`src/rtl/deinterleaver_rx_if.sv`:
```
// Handshake/bus bundle between the channel front end, the deinterleaver and the Hamming decoder.
interface deinterleaver_rx_if #(
  parameter int unsigned n          = 7,
  parameter int unsigned symbol_num = 4
);
  localparam int unsigned BLK_W = n * symbol_num;

  logic             en;
  logic             bit_i;
  logic             sync_i;
  logic             ready_i;
  logic             eno;
  logic [BLK_W-1:0] data_o;
  logic             ovf_o;

  modport master (output en, bit_i, sync_i, ready_i, input eno, data_o, ovf_o);
  modport slave  (input en, bit_i, sync_i, ready_i, output eno, data_o, ovf_o);
endinterface

```
`src/rtl/deinterleaver_rx.sv`:
```
// Block deinterleaver: serial interleaved bits in, restored n*symbol_num-bit block out (valid/ready).
// Optional DEINTERLEAVER_DROP_CNT_EN adds drop_cnt_o, a saturating count of dropped blocks.
module deinterleaver_rx #(
  parameter int unsigned n          = 7,
  parameter int unsigned symbol_num = 4
) (
  input  logic              clk,
  input  logic              rst_n,
  deinterleaver_rx_if.slave bus
`ifdef DEINTERLEAVER_DROP_CNT_EN
  ,
  output logic [7:0]        drop_cnt_o
`endif
);
  localparam int unsigned BLK_W = n * symbol_num;
  localparam int unsigned COL_W = (symbol_num > 1) ? $clog2(symbol_num) : 1;
  localparam int unsigned ROW_W = (n > 1) ? $clog2(n) : 1;
  localparam int unsigned IDX_W = (BLK_W > 1) ? $clog2(BLK_W) : 1;

  logic [BLK_W-1:0] fill_buf;
  logic [BLK_W-1:0] fill_nxt_c;
  logic [BLK_W-1:0] data_q;
  logic [COL_W-1:0] col;
  logic [COL_W-1:0] col_base_c;
  logic [COL_W-1:0] col_nxt_c;
  logic [ROW_W-1:0] row;
  logic [ROW_W-1:0] row_base_c;
  logic [ROW_W-1:0] row_nxt_c;
  logic [IDX_W-1:0] wr_idx_c;
  logic             eno_q;
  logic             ovf_q;
  logic             last_c;
  logic             slot_free_c;

  // A sync restarts the position counters before the current bit is placed.
  always_comb begin
    col_base_c = bus.sync_i ? '0 : col;
    row_base_c = bus.sync_i ? '0 : row;
    col_nxt_c  = col_base_c;
    row_nxt_c  = row_base_c;
    wr_idx_c   = IDX_W'(IDX_W'(col_base_c) * IDX_W'(n) + IDX_W'(row_base_c));
    fill_nxt_c = fill_buf;
    last_c     = 1'b0;
    if (bus.en) begin
      fill_nxt_c[wr_idx_c] = bus.bit_i;
      if (col_base_c == COL_W'(symbol_num - 1)) begin
        col_nxt_c = '0;
        if (row_base_c == ROW_W'(n - 1)) begin
          row_nxt_c = '0;
          last_c    = !bus.sync_i;
        end else begin
          row_nxt_c = row_base_c + ROW_W'(1);
        end
      end else begin
        col_nxt_c = col_base_c + COL_W'(1);
      end
    end
  end

  assign slot_free_c = !eno_q || bus.ready_i;

  always_ff @(posedge clk or negedge rst_n) begin
    if (!rst_n) begin
      fill_buf <= '0;
      col      <= '0;
      row      <= '0;
      data_q   <= '0;
      eno_q    <= 1'b0;
      ovf_q    <= 1'b0;
    end else begin
      if (bus.en) fill_buf <= fill_nxt_c;
      if (bus.en || bus.sync_i) begin
        col <= col_nxt_c;
        row <= row_nxt_c;
      end
      ovf_q <= last_c && !slot_free_c;
      if (last_c && slot_free_c) begin
        data_q <= fill_nxt_c;
        eno_q  <= 1'b1;
      end else if (eno_q && bus.ready_i) begin
        eno_q  <= 1'b0;
      end
    end
  end

  assign bus.eno    = eno_q;
  assign bus.data_o = data_q;
  assign bus.ovf_o  = ovf_q;

`ifdef DEINTERLEAVER_DROP_CNT_EN
  logic [7:0] drop_cnt_q;

  always_ff @(posedge clk or negedge rst_n) begin
    if (!rst_n) begin
      drop_cnt_q <= '0;
    end else if (last_c && !slot_free_c && (drop_cnt_q != 8'hFF)) begin
      drop_cnt_q <= drop_cnt_q + 8'd1;
    end
  end

  assign drop_cnt_o = drop_cnt_q;
`endif
endmodule

```
`src/flat_wrapper.sv`:
```
// flat-port wrapper written by rule: the top's interface ports become plain ports
module deinterleaver_rx_flat 
#(
  parameter int unsigned n          = 7,
  parameter int unsigned symbol_num = 4
)
  (clk, rst_n, bus_en, bus_bit_i, bus_sync_i, bus_ready_i, bus_eno, bus_data_o, bus_ovf_o);
  deinterleaver_rx_if #(.n(n), .symbol_num(symbol_num)) bus_i ();
  input  logic clk;
  input  logic rst_n;
  input wire logic [$bits(bus_i.en)-1:0] bus_en;
  input wire logic [$bits(bus_i.bit_i)-1:0] bus_bit_i;
  input wire logic [$bits(bus_i.sync_i)-1:0] bus_sync_i;
  input wire logic [$bits(bus_i.ready_i)-1:0] bus_ready_i;
  output wire logic [$bits(bus_i.eno)-1:0] bus_eno;
  output wire logic [$bits(bus_i.data_o)-1:0] bus_data_o;
  output wire logic [$bits(bus_i.ovf_o)-1:0] bus_ovf_o;
  assign bus_i.en = bus_en;
  assign bus_i.bit_i = bus_bit_i;
  assign bus_i.sync_i = bus_sync_i;
  assign bus_i.ready_i = bus_ready_i;
  assign bus_eno = bus_i.eno;
  assign bus_data_o = bus_i.data_o;
  assign bus_ovf_o = bus_i.ovf_o;
  deinterleaver_rx #(.n(n), .symbol_num(symbol_num)) u_core (.clk(clk), .rst_n(rst_n), .bus(bus_i));
endmodule
```
`config.mk`:
```
export PLATFORM = sky130hd
export DESIGN_NAME = deinterleaver_rx_flat
export DESIGN_NICKNAME = d
export VERILOG_FILES = /design/src/rtl/deinterleaver_rx_if.sv /design/src/rtl/deinterleaver_rx.sv /design/src/flat_wrapper.sv
export SDC_FILE = /design/constraint.sdc
export NUM_CORES = 1
export LEC_CHECK = 0
export BUFFER_PORTS_ARGS = -buffer_cell sky130_fd_sc_hd__buf_2
export CORE_ASPECT_RATIO = 1.1
export CORE_MARGIN = 8
export CORE_UTILIZATION = 50
export CTS_CLUSTER_SIZE = 40
export DETAILED_ROUTE_END_ITERATION = 10
export GPL_ROUTABILITY_DRIVEN = 0
export PLACE_DENSITY = 0.7
export REMOVE_ABC_BUFFERS = 1
export SYNTH_ARGS = -nofsm -noshare
export SYNTH_HDL_FRONTEND = slang
export SYNTH_SLANG_ARGS = --single-unit
```
`constraint.sdc`:
```
create_clock -name clk -period 4.15 [get_ports clk]
set_input_delay 0.6225 -clock clk [delete_from_list [all_inputs] [get_ports clk]]
set_output_delay 0.6225 -clock clk [all_outputs]
set_load 0.01 [all_outputs]
```
==> results.ini, run 1 <==
[yosys]
synth_top_area_share_pct = 54.95
yosys_warnings = 0
seq_area_frac_synth_pct = 54.95
synth_area_mm2 = 0.002869
synth.largest_area_cell = dfrtp_1
syn-instance-count = 292
synth_edf_count = 0
synth.avg_cell_area_um2 = 9.825
synth.most_common_cell = dfrtp_1
synth_common_cells = dfrtp_1, nand2_1, nor2_1
synth_area_leaders = dfrtp_1, nand2_1, a31oi_1
synth.distinct_cells = 36
synth_ff_type = dfrtp_1
ys_seq_elements = 63
ys_async_sr_fraction_pct = 100.0

[placed_design]
hpwlAfterDp_um = 4345
port_buffers = 35
placedInstanceArea_mm2 = 0.003095
dp_cells = 394
dp_worst_setup_slack_ns = 0.3366

[sta]
grt_setup_unrepaired = false
tightest_slew_ns = 0.7892
fin_skew_ns = 0.007582
max_freq_ghz = 0.2878
maxSlewHeadroom_pct = 47.03
hold_viol = 0
tns_ns = 0
layout_min_cycle_time_ns = 3.474
layout_setup_ws_ns = 0.6758
final.period_utilization_pct = 83.72
drv_slew = 0
setup_violations = 0

[clock_tree]
ctsHtreeMaxLevel = 3
path_clk_slew_ns = 0.07
cts.sinks = 63
cts_hold_buf = 0
clock_tree.root_cell = clkbuf_8
clkLatencyLatePin_ns = 0.34
post_cts_buffers = 0
cts_tree = done
tritoncts.num_buffers = 9
post_cts_resize_count = 0
clock_path_buffers = 2

[pwr]
p_comb_share_pct = 12.2
p_int_w = 0.001145
switching_power_w = 0.0003855
powerDensity_mw_per_mm2 = 458.1
leakage_nw = 1.750
p_clk_share_pct = 42.9
vdd_drop_max_uv = 353.0
power.share.switching_pct = 25.19
seqPwrFrac_pct = 44.9

[layout]
final_cells = 410
diodes = 0
syn2layout_area_growth_pct = 16.44
drive_gt1_share_pct = 18.92
post-route-cell-area_mm2 = 0.003341
finalNetCount = 342

[grt]
grtUsageTotal_pct = 16.74
overflow = 0
grt_start_max_net_pins = 42
grt_first_pass_wirelength_um = 10760
grt_pass1_vias = 2188
grt_antenna_before_repair = 0

[hold_path]
hold_path.class = in -> async

[drt]
drc = 0
antenna_left = 0
wire_per_inst_um = 15.55
vias = 2239
dr.pass1.iters = 4
drt-vias-per-instance = 5.461
dr.first_iter.drc_count = 126
wl_um = 6374

[critical_path]
crit_path_end_kind = flip-flop
crit_required_ns = 4.37
regToRegEndpoint = u_core.bus.data_o[27]
reg2reg_from = u_core.col[0]
reg2reg_slack_ns = 0.77
worstSetupStartpoint = bus_sync_i
cp-start-kind = primary input
critPathMaxFanout = 14
crit_arrival_ns = 3.70
timing.critical_path.to = u_core.bus.data_o[27]
rr_worst_depth = 10
path_class = in -> reg

[die]
die_x_um = 88.23
dieArea_mm2 = 0.008421
ioPinCount = 36
die_h_um = 95.45
num_rows = 29
initial_utilization_pct = 50.69
coreArea_mm2 = 0.005660

[outcome]
status = finished, final reports clean

[flow_run]
drv_cap = 0

cell families after synthesis:
group,synth area share [%]
AOI/OAI and AO/OA,13.61
xor gates and xnor gates,1.440
adders and majority gates,4.274
buffers and inverters,3.183
DFF,54.95
muxes,1.047
and+or+nand+nor,21.50
critical path, stage by stage:
cell and delay, ns:
buf_2 0.14, nor2b_1 0.23, inv_1 0.16, fa_1 0.55, inv_1 0.04, ha_1 0.24, fa_1 0.63, nand4b_1 0.27
nor4_2 0.21, mux2_4 0.33, mux2_4 0.26
per-stage QoR:
stage | utilization, % | total power, W | hold WS [ns]
finish | 59.02 | 0.001530 | 0.2947
global route | 59.02 | 0.001596 | 0.3407
CTS | 59.02 | 0.001541 | 0.3153
detailed placement | 54.69 | 0.0008853 | 0.4778
global placement | 54.69 | 0.0008770 | 0.4685
floorplan | - | 0.0008251 | 0.3269
sequential cells by signal, indices dropped and copies added, names as in the netlist:
register,cells
u_core.fill_buf,28
u_core.bus.eno,1
u_core.row,3
u_core.bus.ovf_o,1
u_core.col,2
u_core.bus.data_o,28
layout by cell type (no fill, tap or decap), types with 4 or more instances in the layout:
cell / synthesis / final
nand3_1: 25 / 25
ha_1: 5 / 5
a31oi_1: 27 / 27
o21ai_0: 25 / 25
nor2_1: 34 / 34
buf_2: 7 / 35
nand2b_1: 5 / 5
dfrtp_1: 63 / 63
inv_1: 6 / 6
nand2_1: 46 / 46
nor2b_1: 4 / 4
clkbuf_8: 0 / 10
o31ai_1: 5 / 5
how the worst min path moves through the flow:
stage                              from              endpoint  slack (ns)  cells after the start
finish                            rst_n         u_core.row[1]        0.29                      1
global route                      rst_n         u_core.row[1]        0.34                      1
CTS                               rst_n         u_core.row[1]        0.32                      1
detailed placement  u_core.fill_buf[19]   u_core.fill_buf[19]        0.48                      2
global placement    u_core.fill_buf[23]   u_core.fill_buf[23]        0.47                      2
floorplan                         rst_n  u_core.bus.data_o[0]        0.33                      0
layout make-up:
type	instances	area [µm²]
flip-flops and latches	63	1577
well taps	77	96.34
multi-input cells	210	1202
clock inverters	5	103.9
clock buffers	11	141.4
inverters	6	22.52
fillers	527	2320
repair buffers	38	197.7
power groups by stage:
| stage | registers, W | logic (W) | clock network [W] |
|---|---|---|---|
| final | 0.000687 | 0.000187 | 0.000657 |
| after detailed placement | 0.000699 | 0.000186 | 0 |
| after floorplan | 0.000694 | 0.000131 | 0 |
| after global routing | 0.000693 | 0.000211 | 0.000693 |
| after CTS | 0.000687 | 0.000187 | 0.000667 |
| after global placement | 0.000697 | 0.000180 | 0 |
metal layers:
layer	track usage (%)	vias to the layer above	share of wire [%]	wire, µm
met5	0	-	0	0
met2	26.60	62	46	2953
li1	-	1092	-	-
met4	5.078	0	1.4	92
met1	21.41	1078	45	2876
met3	5.086	7	7.1	450
Note: power is estimated with default switching activity, not from simulation.
==> run 2, diff against run 1 <==
- PLACE_DENSITY: 0.7 -> 0.73
- clock period: 4.15 -> 2.97 ns (I/O delays scaled with it)
==> results.ini, run 2 (synthesized netlist as in run 1, its figures left out) <==
[outcome]
status = finished, final reports clean

[hold_path]
hold_path.class = in -> reg

[die]
initial_utilization_pct = 50.69  ; unchanged
die_h_um = 95.45  ; unchanged
dieArea_mm2 = 0.008421  ; unchanged
ioPinCount = 36  ; unchanged
die_x_um = 88.23  ; unchanged
num_rows = 29  ; unchanged
coreArea_mm2 = 0.005660  ; unchanged

[grt]
grtUsageTotal_pct = 17.18  ; +0.43 points
grt_antenna_before_repair = 0  ; unchanged
grt_start_max_net_pins = 56  ; +33%
overflow = 0  ; unchanged
grt_pass1_vias = 2322  ; +6.1%
grt_first_pass_wirelength_um = 11050  ; +2.7%

[drt]
drc = 0  ; unchanged
vias = 2359  ; +5.4%
antenna_left = 0  ; unchanged
dr.pass1.iters = 4  ; unchanged
wl_um = 6568  ; +3.0%
wire_per_inst_um = 15.17  ; -2.4%
dr.first_iter.drc_count = 185  ; +47%
drt-vias-per-instance = 5.448  ; -0.24%

[layout]
final_common_cell = dfrtp_1
diodes = 0  ; unchanged
drive_gt1_share_pct = 25.84  ; +6.9 points
final_cell_mix = dfrtp_1, nand2_1, buf_2
syn2layout_area_growth_pct = 22.33
n_fill_cell = 510  ; -3.2%
finalNetCount = 365  ; +6.7%

[clock_tree]
clkLatencyLatePin_ns = 0.35  ; about the same
path_clk_slew_ns = 0.07  ; about the same
tritoncts.num_buffers = 9  ; unchanged
cts.sinks = 63  ; unchanged
cts_tree = done
clock_tree.root_cell = clkbuf_8
ctsHtreeMaxLevel = 3  ; unchanged
clock_path_buffers = 2  ; unchanged

[critical_path]
cp-start-kind = flip-flop
path_class = reg -> reg
crit_path_end_kind = flip-flop
critPathMaxFanout = 3  ; -11
crit_arrival_ns = 3.18  ; -0.52 ns
crit_required_ns = 3.21  ; -1.16 ns

[sta]
fin_skew_ns = 0.009849  ; +0.002267 ns
grt_setup_unrepaired = true
layout_setup_ws_ns = 0.03547  ; -0.6403 ns
setup_violations = 0  ; unchanged
hold_viol = 0  ; unchanged
layout_min_cycle_time_ns = 2.935
tightest_slew_ns = 0.6705  ; -0.1187 ns
final.period_utilization_pct = 98.81
max_freq_ghz = 0.3408
maxSlewHeadroom_pct = 55.30  ; +8.3 points
drv_slew = 0  ; unchanged

[pwr]
leakage_nw = 1.837  ; +5.0%
powerDensity_mw_per_mm2 = 570.4  ; +25%
vdd_drop_max_uv = 441.1  ; +25%
total_power_w = 0.002002  ; +31%

[placed_design]
port_buffers = 35  ; unchanged
dp_worst_setup_slack_ns = -0.3235  ; -0.6601 ns
hpwlAfterDp_um = 4580  ; +5.4%

[flow_run]
drv_cap = 0  ; unchanged

[run 2: cell types whose count changed in the layout (fill, tap and decap cells not counted), moves of 2 or more]
cell,change
o21ai_0,-2
buf_4,+22
bufinv_16,-2
o21ai_1,+2
clkinv_2,+2
inv_1,-2
inv_2,+2
[run 2: layout make-up]
cell class | count | area, µm² | share of cell area [%]
Sequential cell | 63 | 1577 | 44.92
Multi-Input combinational cell | 210 | 1252 | 35.69
Timing Repair Buffer | 61 | 372.9 | 10.62
Clock buffer | 10 | 127.6 | 3.636
Tap cell | 77 | 96.34 | 2.745
Clock inverter | 6 | 61.31 | 1.747
Inverter | 6 | 22.52 | 0.6417
[run 2: layer usage]
| layer | share of wire, % | wire (µm) | track usage (%) | vias to the layer above |
|---|---|---|---|---|
| met3 | 5.8 | 378 | 4.741 | 9 |
| met4 | 1.6 | 108 | 7.757 | 0 |
| met5 | 0 | 0 | 0 | - |
| met1 | 46 | 3018 | 22.11 | 1139 |
| met2 | 47 | 3062 | 26.36 | 70 |
| li1 | - | - | - | 1141 |
[run 2: through the flow]
step	instances	cell area [µm²]	TNS, ns	util (%)	hold WS, ns
2_1_floorplan	279	2800	-1.004	-	0.1499
3_3_place_gp	415	3253	-5.668	57.47	0.2983
3_5_place_dp	415	3253	-9.698	57.47	0.3081
4_1_cts	433	3470	0	61.30	0.3714
5_1_grt	433	3510	-0.03423	62.00	0.4046
6_report	433	3510	0	62.00	0.3783
[run 2: timing repair]
item,4_1_cts,5_1_grt
setup buffers,1,0
setup endpoints to repair,5,19
resized for setup,4,9
pin swaps,1,1
hold buffers,1,0
endpoints found under the hold margin,8,0
[run 2: path summary, 6_finish.rpt]
check	cells after the start	to	start	slack, ns
min	3	u_core.bus.ovf_o	bus_ready_i	0.38
min reg2reg	2	u_core.fill_buf[9]	u_core.fill_buf[9]	0.49
max reg2reg	10	u_core.bus.data_o[27]	u_core.col[0]	0.04
max	10	u_core.bus.data_o[27]	u_core.col[0]	0.04
max in group asynchronous	3	u_core.bus.data_o[13]	rst_n	1.57
min in group asynchronous	2	u_core.bus.data_o[0]	rst_n	0.47
[run 2: critical path: stages, from the launching register on]
cell and delay [ns]:
dfrtp_1 0.33, nor2b_4 0.14, inv_2 0.06, fa_1 0.54, inv_1 0.06, ha_2 0.19
fa_2 0.41, nand4b_1 0.20, nor4_2 0.31, mux2_4 0.34, mux2_4 0.26
[run 2: power by group]
group / internal (W) / total (W) / leakage (nW) / switching, W
clock: 0.000384 / 0.000727 / 0.0960 / 0.000343
sequential: 0.000942 / 0.000963 / 0.863 / 0.0000203
combinational: 0.000114 / 0.000312 / 0.878 / 0.000198
